$ cat src/rtl/design_select_sequencer_if.sv
// Select-request handshake plus the reset-hold / I/O-enable outputs of the project sequencer.
interface design_select_sequencer_if #(
  parameter int NUM_PROJECTS = 13,
  parameter int SELW         = $clog2(NUM_PROJECTS+1)
);
  logic                    req_valid;
  logic [SELW-1:0]         req_sel;
  logic                    req_ready;
  logic                    req_err;
  logic [NUM_PROJECTS:1]   designs_cs;
  logic [SELW-1:0]         active_sel;
  logic                    io_enable;
  logic                    busy;

  modport slave (
    input  req_valid, req_sel,
    output req_ready, req_err, designs_cs, active_sel, io_enable, busy
  );

  modport master (
    output req_valid, req_sel,
    input  req_ready, req_err, designs_cs, active_sel, io_enable, busy
  );
endinterface

$ cat src/rtl/design_select_sequencer.sv
// Break-before-make project switch: isolate I/O, hold all projects in reset,
// release the chosen one, then re-enable I/O after the router synchronizer settles.
module design_select_sequencer #(
  parameter int NUM_PROJECTS = 13,
  parameter int HOLD_CYCLES  = 16,
  parameter int SYNC_CYCLES  = 3,
  parameter int SELW         = $clog2(NUM_PROJECTS+1)
) (
  input  logic                       clk,
  input  logic                       n_rst,
  design_select_sequencer_if.slave   bus
);
  localparam int MAXC = (HOLD_CYCLES > SYNC_CYCLES) ? HOLD_CYCLES : SYNC_CYCLES;
  localparam int CNTW = $clog2(MAXC+1);
  localparam logic [SELW-1:0] MAXID = SELW'(NUM_PROJECTS);

  typedef enum logic [2:0] {S_IDLE, S_ISOLATE, S_HOLD, S_RELEASE, S_SETTLE} state_t;

  state_t                 r_state, w_next;
  logic [CNTW-1:0]        r_cnt;
  logic [SELW-1:0]        r_pend;
  logic [NUM_PROJECTS:1]  r_cs;
  logic [SELW-1:0]        r_act;
  logic                   r_io;
  logic                   r_err;

  logic                   w_accept, w_id_ok, w_hold_done, w_settle_done;
  logic [NUM_PROJECTS:1]  w_rel_mask;

  assign w_accept      = bus.req_valid & (r_state == S_IDLE);
  assign w_id_ok       = (bus.req_sel <= MAXID);
  assign w_hold_done   = (r_cnt == CNTW'(HOLD_CYCLES-1));
  assign w_settle_done = (r_cnt == CNTW'(SYNC_CYCLES-1));

  // Only the pending project's hold bit drops; ID 0 never matches, so all stay held.
  always_comb begin
    w_rel_mask = '1;
    for (int i = 1; i <= NUM_PROJECTS; i++)
      w_rel_mask[i] = (r_pend != SELW'(i));
  end

  always_comb begin
    w_next = r_state;
    case (r_state)
      S_IDLE:    if (w_accept && w_id_ok) w_next = S_ISOLATE;
      S_ISOLATE: w_next = S_HOLD;
      S_HOLD:    if (w_hold_done) w_next = (r_pend == '0) ? S_IDLE : S_RELEASE;
      S_RELEASE: w_next = S_SETTLE;
      S_SETTLE:  if (w_settle_done) w_next = S_IDLE;
      default:   w_next = S_IDLE;
    endcase
  end

  always_ff @(posedge clk or negedge n_rst) begin
    if (!n_rst) r_state <= S_IDLE;
    else        r_state <= w_next;
  end

  // Reset hold is reasserted one cycle after io_enable falls, so the mux is
  // already gated when the previously active project's bit rises.
  always_ff @(posedge clk or negedge n_rst) begin
    if (!n_rst) begin
      r_cnt  <= '0;
      r_pend <= '0;
      r_cs   <= '1;
      r_act  <= '0;
      r_io   <= 1'b0;
      r_err  <= 1'b0;
    end else begin
      r_err <= w_accept & ~w_id_ok;
      case (r_state)
        S_IDLE:    if (w_accept && w_id_ok) r_pend <= bus.req_sel;
        S_ISOLATE: begin
          r_io  <= 1'b0;
          r_cnt <= '0;
        end
        S_HOLD: begin
          r_cs  <= '1;
          r_act <= '0;
          r_cnt <= w_hold_done ? '0 : r_cnt + 1'b1;
        end
        S_RELEASE: begin
          r_cs  <= w_rel_mask;
          r_act <= r_pend;
          r_cnt <= '0;
        end
        S_SETTLE: begin
          if (w_settle_done) begin
            r_io  <= 1'b1;
            r_cnt <= '0;
          end else begin
            r_cnt <= r_cnt + 1'b1;
          end
        end
        default: ;
      endcase
    end
  end

  assign bus.req_ready  = (r_state == S_IDLE) & n_rst;
  assign bus.busy       = (r_state != S_IDLE);
  assign bus.req_err    = r_err;
  assign bus.designs_cs = r_cs;
  assign bus.active_sel = r_act;
  assign bus.io_enable  = r_io;
endmodule

$ cat src/flat_wrapper.sv
// flat-port wrapper written by rule: the top's interface ports become plain ports
module design_select_sequencer_flat 
#(
  parameter int NUM_PROJECTS = 13,
  parameter int HOLD_CYCLES  = 16,
  parameter int SYNC_CYCLES  = 3,
  parameter int SELW         = $clog2(NUM_PROJECTS+1)
)
  (clk, n_rst, bus_req_valid, bus_req_sel, bus_req_ready, bus_req_err, bus_designs_cs, bus_active_sel, bus_io_enable, bus_busy);
  design_select_sequencer_if #(.NUM_PROJECTS(NUM_PROJECTS), .SELW(SELW)) bus_i ();
  input  logic clk;
  input  logic n_rst;
  input wire logic [$bits(bus_i.req_valid)-1:0] bus_req_valid;
  input wire logic [$bits(bus_i.req_sel)-1:0] bus_req_sel;
  output wire logic [$bits(bus_i.req_ready)-1:0] bus_req_ready;
  output wire logic [$bits(bus_i.req_err)-1:0] bus_req_err;
  output wire logic [$bits(bus_i.designs_cs)-1:0] bus_designs_cs;
  output wire logic [$bits(bus_i.active_sel)-1:0] bus_active_sel;
  output wire logic [$bits(bus_i.io_enable)-1:0] bus_io_enable;
  output wire logic [$bits(bus_i.busy)-1:0] bus_busy;
  assign bus_i.req_valid = bus_req_valid;
  assign bus_i.req_sel = bus_req_sel;
  assign bus_req_ready = bus_i.req_ready;
  assign bus_req_err = bus_i.req_err;
  assign bus_designs_cs = bus_i.designs_cs;
  assign bus_active_sel = bus_i.active_sel;
  assign bus_io_enable = bus_i.io_enable;
  assign bus_busy = bus_i.busy;
  design_select_sequencer #(.NUM_PROJECTS(NUM_PROJECTS), .HOLD_CYCLES(HOLD_CYCLES), .SYNC_CYCLES(SYNC_CYCLES), .SELW(SELW)) u_core (.clk(clk), .n_rst(n_rst), .bus(bus_i));
endmodule
$ cat config.mk
export PLATFORM = sky130hd
export DESIGN_NAME = design_select_sequencer_flat
export DESIGN_NICKNAME = d
export VERILOG_FILES = /design/src/rtl/design_select_sequencer_if.sv /design/src/rtl/design_select_sequencer.sv /design/src/flat_wrapper.sv
export SDC_FILE = /design/constraint.sdc
export NUM_CORES = 1
export LEC_CHECK = 0
export CAP_MARGIN = 20
export CORE_MARGIN = 2
export CORE_UTILIZATION = 51
export DETAILED_ROUTE_END_ITERATION = 6
export PLACE_DENSITY = 0.82
export SYNTH_ARGS = -nofsm -noshare
export SYNTH_HDL_FRONTEND = slang
export SYNTH_SLANG_ARGS = --single-unit
$ cat constraint.sdc
create_clock -name clk -period 2.1 [get_ports clk]
set_clock_uncertainty 0.15 [all_clocks]
set_input_delay 0.63 -clock clk [delete_from_list [all_inputs] [get_ports clk]]
set_output_delay 0.63 -clock clk [all_outputs]
set_load 0.05 [all_outputs]
# Yosys cells after proc, flatten, opt, wreduce, memory -nomap -nowiden
# Cells that the tools add are included.
# word_totals
ff_bits	31
input_bits	7
out_inout_bits	21
elab_cells	58
# classes
addsub	1
order_cmp	1
eq_ne	22
mux	12
n_bitwise	4
reduce_logical	11
# op_table
cell	n
$pmux W13 S2	1
$ne A4 B4 Y1 const B	6
$ne A4 B3 Y1 const B	4
$pmux W3 S5	1
$pmux W5 S3	1
$mux W5	2
$mux W3	3
$ne A4 B2 Y1 const B	2
$pmux W4 S2	1
$eq A3 B2 Y1 const B	2
$reduce_bool A3 Y1	2
$add A5 B1 Y5 const B	1
$eq A5 B2 Y1 const B	1
$eq A5 B4 Y1 const B	1
$le A4 B4 Y1 const B	1
$logic_not A4 Y1	1
$ne A2 B1 Y1 const B	2
$ne A4 B1 Y1 const B	1
$reduce_and A2 Y1	2
$reduce_bool A2 Y1	2
$and A1 B1 Y1	3
$eq A3 B1 Y1 const B	1
$eq A3 B3 Y1 const B	1
$logic_not A3 Y1	1
8 further kinds	8

# Depth between registers and ports, before layout
# depth
ltp_word	5
depth_mapped	7

# Worst setup path after synthesis
# No wires, ideal clock.
# synth_timing
path_kind	reg-to-output
startpoint	register u_core.r_state[0]
endpoint	output bus_req_ready
arrival_ns	1.331
t_required_ns	1.320
slack_ns	-0.011
stages_incl_launch_ff	3
n_path_buf	0
cell_sequence	dfrtp_1 -> nor3_1 -> and2_1
# synth_via
elab_chain_cells	2
# synth_rtl
item	line_no	rtl
start, declared	design_select_sequencer.sv:19	state_t r_state, w_next;
start signal, assigned	design_select_sequencer.sv:56	else r_state <= w_next;
$logic_not A3 Y1	design_select_sequencer.sv:100	assign bus.req_ready = (r_state == S_IDLE) & n_rst;
$and A1 B1 Y1	design_select_sequencer.sv:100	
end, declared	flat_wrapper.sv:15	output wire logic [$bits(bus_i.req_ready)-1:0] bus_req_ready;
# No other way between the ends.

# Worst setup path in the final report
# layout_timing
startpoint	register u_core.r_state[2]
endpoint	output bus_req_ready
# Same word-level chain as after synthesis.

==> metrics.txt <==
fillers=187; ANT nets after route=0; Crit. End Element=output port; final count of hold timing violations=0; DR WL/cell=16.65 um; CTS tree=yes; Slew Limit Fails=0; Clock transition at path regs=0.09 ns; vias after detailed routing=1298; synthesized area per cell=approximately 11 um2; # IOs=28; Finished Core Util=0.7571; cell area power density=roughly 1500 nW/um2; Initial Util=0.5407; critical path startpoint category=flip-flop; Synth top cells by count=dfrtp_1 (18), nand2_1 (18), dfstp_2 (13), nor2_1 (13); CTS Buffer Depth=2; Least-Margin Pin Slew=0.4761 ns; pin count of the biggest net entering global routing=32; FMAX=0.4798 GHz; Synth warnings=0; # H-tree levels=2; Hold WC Path Type=reg2reg; Post-Synthesis Net Count=154; crit path DAT=1.30 ns; status=finished clean; initial antenna violation count=0; RSZ-0062 raised after global routing=true; share of layout cells above drive strength 1=0.3676; Residual DRC=0; Pre-antenna DRT Iters=5; Main synth FF type=dfrtp_1; global-route wire length before repair=about 6000 um; Max FO, Critical Path=3; TritonCTS Sinks=31; Final period util=0.9925; Post-synth EDFFs=0; Worst-Skew Late Latency=0.33 ns; die area=3399 um2; Net count, final=about 200; Final min period=between 2 and 2.5 ns; CTS root buf=clkbuf_4; final setup violation count=0; remaining global-route overflow=0; largest family of logic cells by synthesized area=compound AO/OA/AOI/OAI gates; core area=2781 um2; top cell type's share of synthesized area=0.2995; Total Routing Usage GR=0.2426; overall power=0.003187 W; flops & latches, synth=31; P&R area growth vs syn=40.02%; HPWL Detailed=2713 um; Yosys cell types=38; IO buf count=27; ranking of synthesized cells by area=dfrtp_1 (30%), dfstp_2 (23%), nand2_1 (4.5%); hold depth=2; Pleak=about 0.92 nW; critical path type=reg2out; synthesized area=1504 um2; Die Span Y=58.31 um; Worst EP required=1.32 ns; Post-Route WL=roughly 3600 um; Reg2Reg Depth=5; Post-Syn Instances=143; number of diodes=0; Yosys top cell by area=dfrtp_1; peak supply drop=1.314 mV; Worst slew margin=0.6781; max cap viols=0; Vias/cell=6.009; sequential fraction of the synthesis area=0.5266; post-synthesis async set-or-reset flop share=1.000; # rows=19; Synth Area in XOR/XNOR=0; die width=58.31 um; initial drt markers=53; simple logic cell fraction of the synthesized area=0.1847; Synth Area in Compound Gates=0.1922; cts-stage hold buffer count=0; total CTS buffers=5; number of global-route vias before repair=1306; GP Congestion=between 0.7 and 0.8; synthesized-area fraction occupied by adder cells=0.03328; post-synthesis mux area share=0.02163
==> power by group <==
group / internal, W / total (W) / leakage (nW) / switching [W]
Combinational: 0.000720 / 0.00169 / 0.508 / 0.000972
Clock: 0.000281 / 0.000482 / 0.0482 / 0.000201
Sequential: 0.000800 / 0.00101 / 0.367 / 0.000214
Total: 0.00180 / 0.00319 / 0.924 / 0.00139
==> routing by layer <==
metal | global-route usage | wire (um)
met2 | 0.3933 | 1775
met5 | 0 | 0
met3 | 0.06593 | 257
met1 | 0.2966 | 1437
met4 | 0.1262 | 127
==> critical path, cell delays in order, from the launching register on <==
cell	delay (ns)
dfrtp_1	0.43
nor3_4	0.24
and2_4	0.18
buf_12	0.13
==> placed cells by master (no fill, tap or decap), types with 4 or more instances in the layout <==
master / instances
buf_4: 21
o22a_1: 7
buf_12: 14
clkbuf_4: 5
dfstp_2: 13
ha_1: 4
nand3_1: 5
clkdlybuf4s50_1: 5
a21oi_1: 7
dfrtp_1: 17
nor2_1: 13
inv_1: 5
a31oi_1: 5
o21ai_1: 7
nand2_1: 18
o31ai_1: 4
==> kinds of logic (layout without fill, tap and decap cells) <==
logic type / count (synthesis) / count (layout)
and+or+nand+nor: 52 / 52
AOI/OAI and AO/OA: 40 / 40
DFF: 31 / 31
buffers and inverters: 13 / 55
adders and majority gates: 4 / 4
muxes: 3 / 3
==> state kept, by name, indices dropped and copies added, names as in the netlist <==
name and flops:
u_core.bus.designs_cs 13, u_core.r_cnt 5, u_core.bus.active_sel 4, u_core.r_pend 4, u_core.r_state 3, u_core.bus.io_enable 1, u_core.bus.req_err 1
==> final timing paths <==
kind                                             end  slack, ns                      start
max                                    bus_req_ready       0.02          u_core.r_state[2]
max in group asynchronous  u_core.bus.designs_cs[13]       1.10                      n_rst
min                        u_core.bus.designs_cs[12]       0.33  u_core.bus.designs_cs[12]
max reg2reg                         u_core.r_pend[1]       0.12          u_core.r_state[2]
min reg2reg                u_core.bus.designs_cs[12]       0.33  u_core.bus.designs_cs[12]
min in group asynchronous            u_core.r_cnt[3]       0.38                      n_rst
==> what timing repair did <==
| item | 4_1_cts | 5_1_grt |
|---|---|---|
| resized for setup | 3 | 3 |
| buffers inserted | 1 | 1 |
| cloned | 0 | 0 |
| endpoints found under the setup margin | 2 | 4 |
| pin swaps | 1 | 0 |
==> per-stage QoR <==
| stage | worst slack, ns | instance area, um2 | std cells | hold slack, ns | TNS [ns] |
|---|---|---|---|---|---|
| finish | 0.01579 | 2106 | 216 | 0.3323 | 0 |
| global route | -0.03746 | 2106 | 216 | 0.3722 | -0.03746 |
| CTS | -0.006083 | 2086 | 215 | 0.3340 | -0.006083 |
| detailed placement | -0.2604 | 1987 | 206 | 0.3209 | -0.9367 |
| global placement | -0.2065 | 1987 | 206 | 0.3167 | -0.7635 |
| floorplan | 0.1011 | 1505 | 143 | 0.1844 | 0 |
==> final cells by class <==
class	instances	area, um2	area share
tap	31	38.79	0.01842
sequential	31	793.3	0.3767
clock buffer	6	51.30	0.02436
clock inverter	2	35.03	0.01664
multi-input combinational	99	668.1	0.3173
inverter	6	22.52	0.01070
timing repair buffer	41	496.7	0.2359
Note: power is estimated with default switching activity, not from simulation.
==> patch (same settings) <==
`HOLD_CYCLES` is set to 16 in 2 places; all go to 32.
--- a/src/rtl/design_select_sequencer.sv
+++ b/src/rtl/design_select_sequencer.sv
@@ -2,7 +2,7 @@
 // release the chosen one, then re-enable I/O after the router synchronizer settles.
 module design_select_sequencer #(
   parameter int NUM_PROJECTS = 13,
-  parameter int HOLD_CYCLES  = 16,
+  parameter int HOLD_CYCLES  = 32,
   parameter int SYNC_CYCLES  = 3,
   parameter int SELW         = $clog2(NUM_PROJECTS+1)
 ) (
--- a/src/flat_wrapper.sv
+++ b/src/flat_wrapper.sv
@@ -2,7 +2,7 @@
 module design_select_sequencer_flat 
 #(
   parameter int NUM_PROJECTS = 13,
-  parameter int HOLD_CYCLES  = 16,
+  parameter int HOLD_CYCLES  = 32,
   parameter int SYNC_CYCLES  = 3,
   parameter int SELW         = $clog2(NUM_PROJECTS+1)
 )
Formal check against the unedited RTL: no difference found for any inputs over 10 cycles, from zero or initial values and one cycle with n_rst low; that may be too few to reach the edited logic, so the function may still have changed.
==> patch against the original RTL <==
Power is 11% lower. The flow now finishes with violations (negative setup slack). Cell count grew 0.46%. Largest cell class unchanged. Sequential cell count up 1. Clock power is 31% lower. Maximum frequency is 1.4% lower. Via count decreased by 1.5%. Hold slack improved by 3.4 ps. Die area unchanged. Worst setup slack got worse by 29 ps. Combinational power shrank 12%. Routed wire length shrank 6.6%. Cell area shrank 5.2%. Synthesized area unchanged. Synthesized cell count up 7.7%.
==> patch: results (changes against the original RTL) <==
Outcome
  – Status: complete, but fails checks
  – Failing checks: negative setup slack

Setup path
  – R2r setup slk: 250 ps (+130 ps)
  – Critical Path AT: 1330 ps (+30 ps)
  – R2r worst-path depth: 4 (-1)

Placed design
  – GPL Wtd Cong: 0.8320 (+7.3%)
  – Placed cell count: 209 (+1.5%)
  – Placed Area: 1938 sq um (-2.5%)
  – Dpl ws: -165.4 ps (+94.96 ps)

Global route
  – First-pass GRT wire length: 5658 um (-6.1%)
  – M3 GR Usage: 5.714% (-0.88 points)
  – Largest net degree at the start of global routing: 33 (+3.1%)
  – Met2 Resource Use GR: 36.12% (-3.2 points)
  – GR Layer Usage met1: 28.72% (-0.94 points)

Route
  – Met2 WL: 1659 um (-6.5%)
  – DRT Pass-1 Iters: 4 (-1)
  – Via-to-Cell Ratio: 5.894 (-1.9%)
  – Drt first-iter violations: 31 (-42%)

Layout
  – Design area: 1996 sq um (-5.2%)
  – Finished Layout Cells: 217 (+0.46%)
  – Plain + repair buffers: 33 (-20%)
  – Comb_multi_in: 111 (+12%)
  – Fin nets: 194 (-0.51%)
  – Non-clock buffering overhead: 21.88% (-1.7 points)
  – Inverters: 2 (-4)
  – Final clock-cell share: 2.508% (-1.6 points)
  – CLK BUF: 7 (+1)
  – Seq/total area: 40.94% (+3.3 points)
  – Share of layout cells above drive strength 1: 27.42% (-9.3 points)

Min path
  – Worst Min Path Start: u_core.bus.designs_cs[13]
  – Hold Path Sink: u_core.bus.designs_cs[13]

CTS
  – Post-CTS Setup Inserts: 0 (-1)

Synthesis
  – Synth area leaders: dfrtp_1 (32%), dfstp_2 (23%), nand2_1 (4.7%)
  – Netlist cell types: 34 (-11%)
  – Syn avg cell area: 9.766 sq um (-7.1%)
  – Yosys reg bits: 32 (+3.2%)

Timing
  – Worst hold margin: 335.7 ps (+3.409 ps)
  – Setup slack after layout: -13.51 ps (-29.29 ps)
  – Final setup violation count: 1 (+1)

Pwr
  – Power density cells: 1420 nW/um^2 (-6.2%)
[patch: changes by cell type after synthesis, sizes merged, moves of 3 or more]
cell	change
a21oi	+6
a31oi	-4
inv	-4
nand2b	+3
nor2	+4
nor4	+3
xnor2	+3
[patch: cells by family (layout without fill, tap and decap cells)]
kind of cell | after synthesis | after routing | share of synthesized area (%)
simple gates | 64 | 64 | 21.38
mux | 1 | 1 | 0.7487
xor+xnor | 3 | 3 | 1.747
fa+ha+maj | 2 | 2 | 1.664
buf+inv | 11 | 43 | 3.328
flops | 32 | 32 | 54.33
compound gates | 41 | 41 | 16.81
[patch: worst max path at each step]
stage	slack (ps)	end	cells after the start
finish	-10	bus_req_ready	3
detailed placement	-170	bus_req_ready	3
global route	-40	bus_req_ready	3
CTS	-9	bus_req_ready	3
global placement	-180	bus_req_ready	3
floorplan	20	bus_req_ready	3
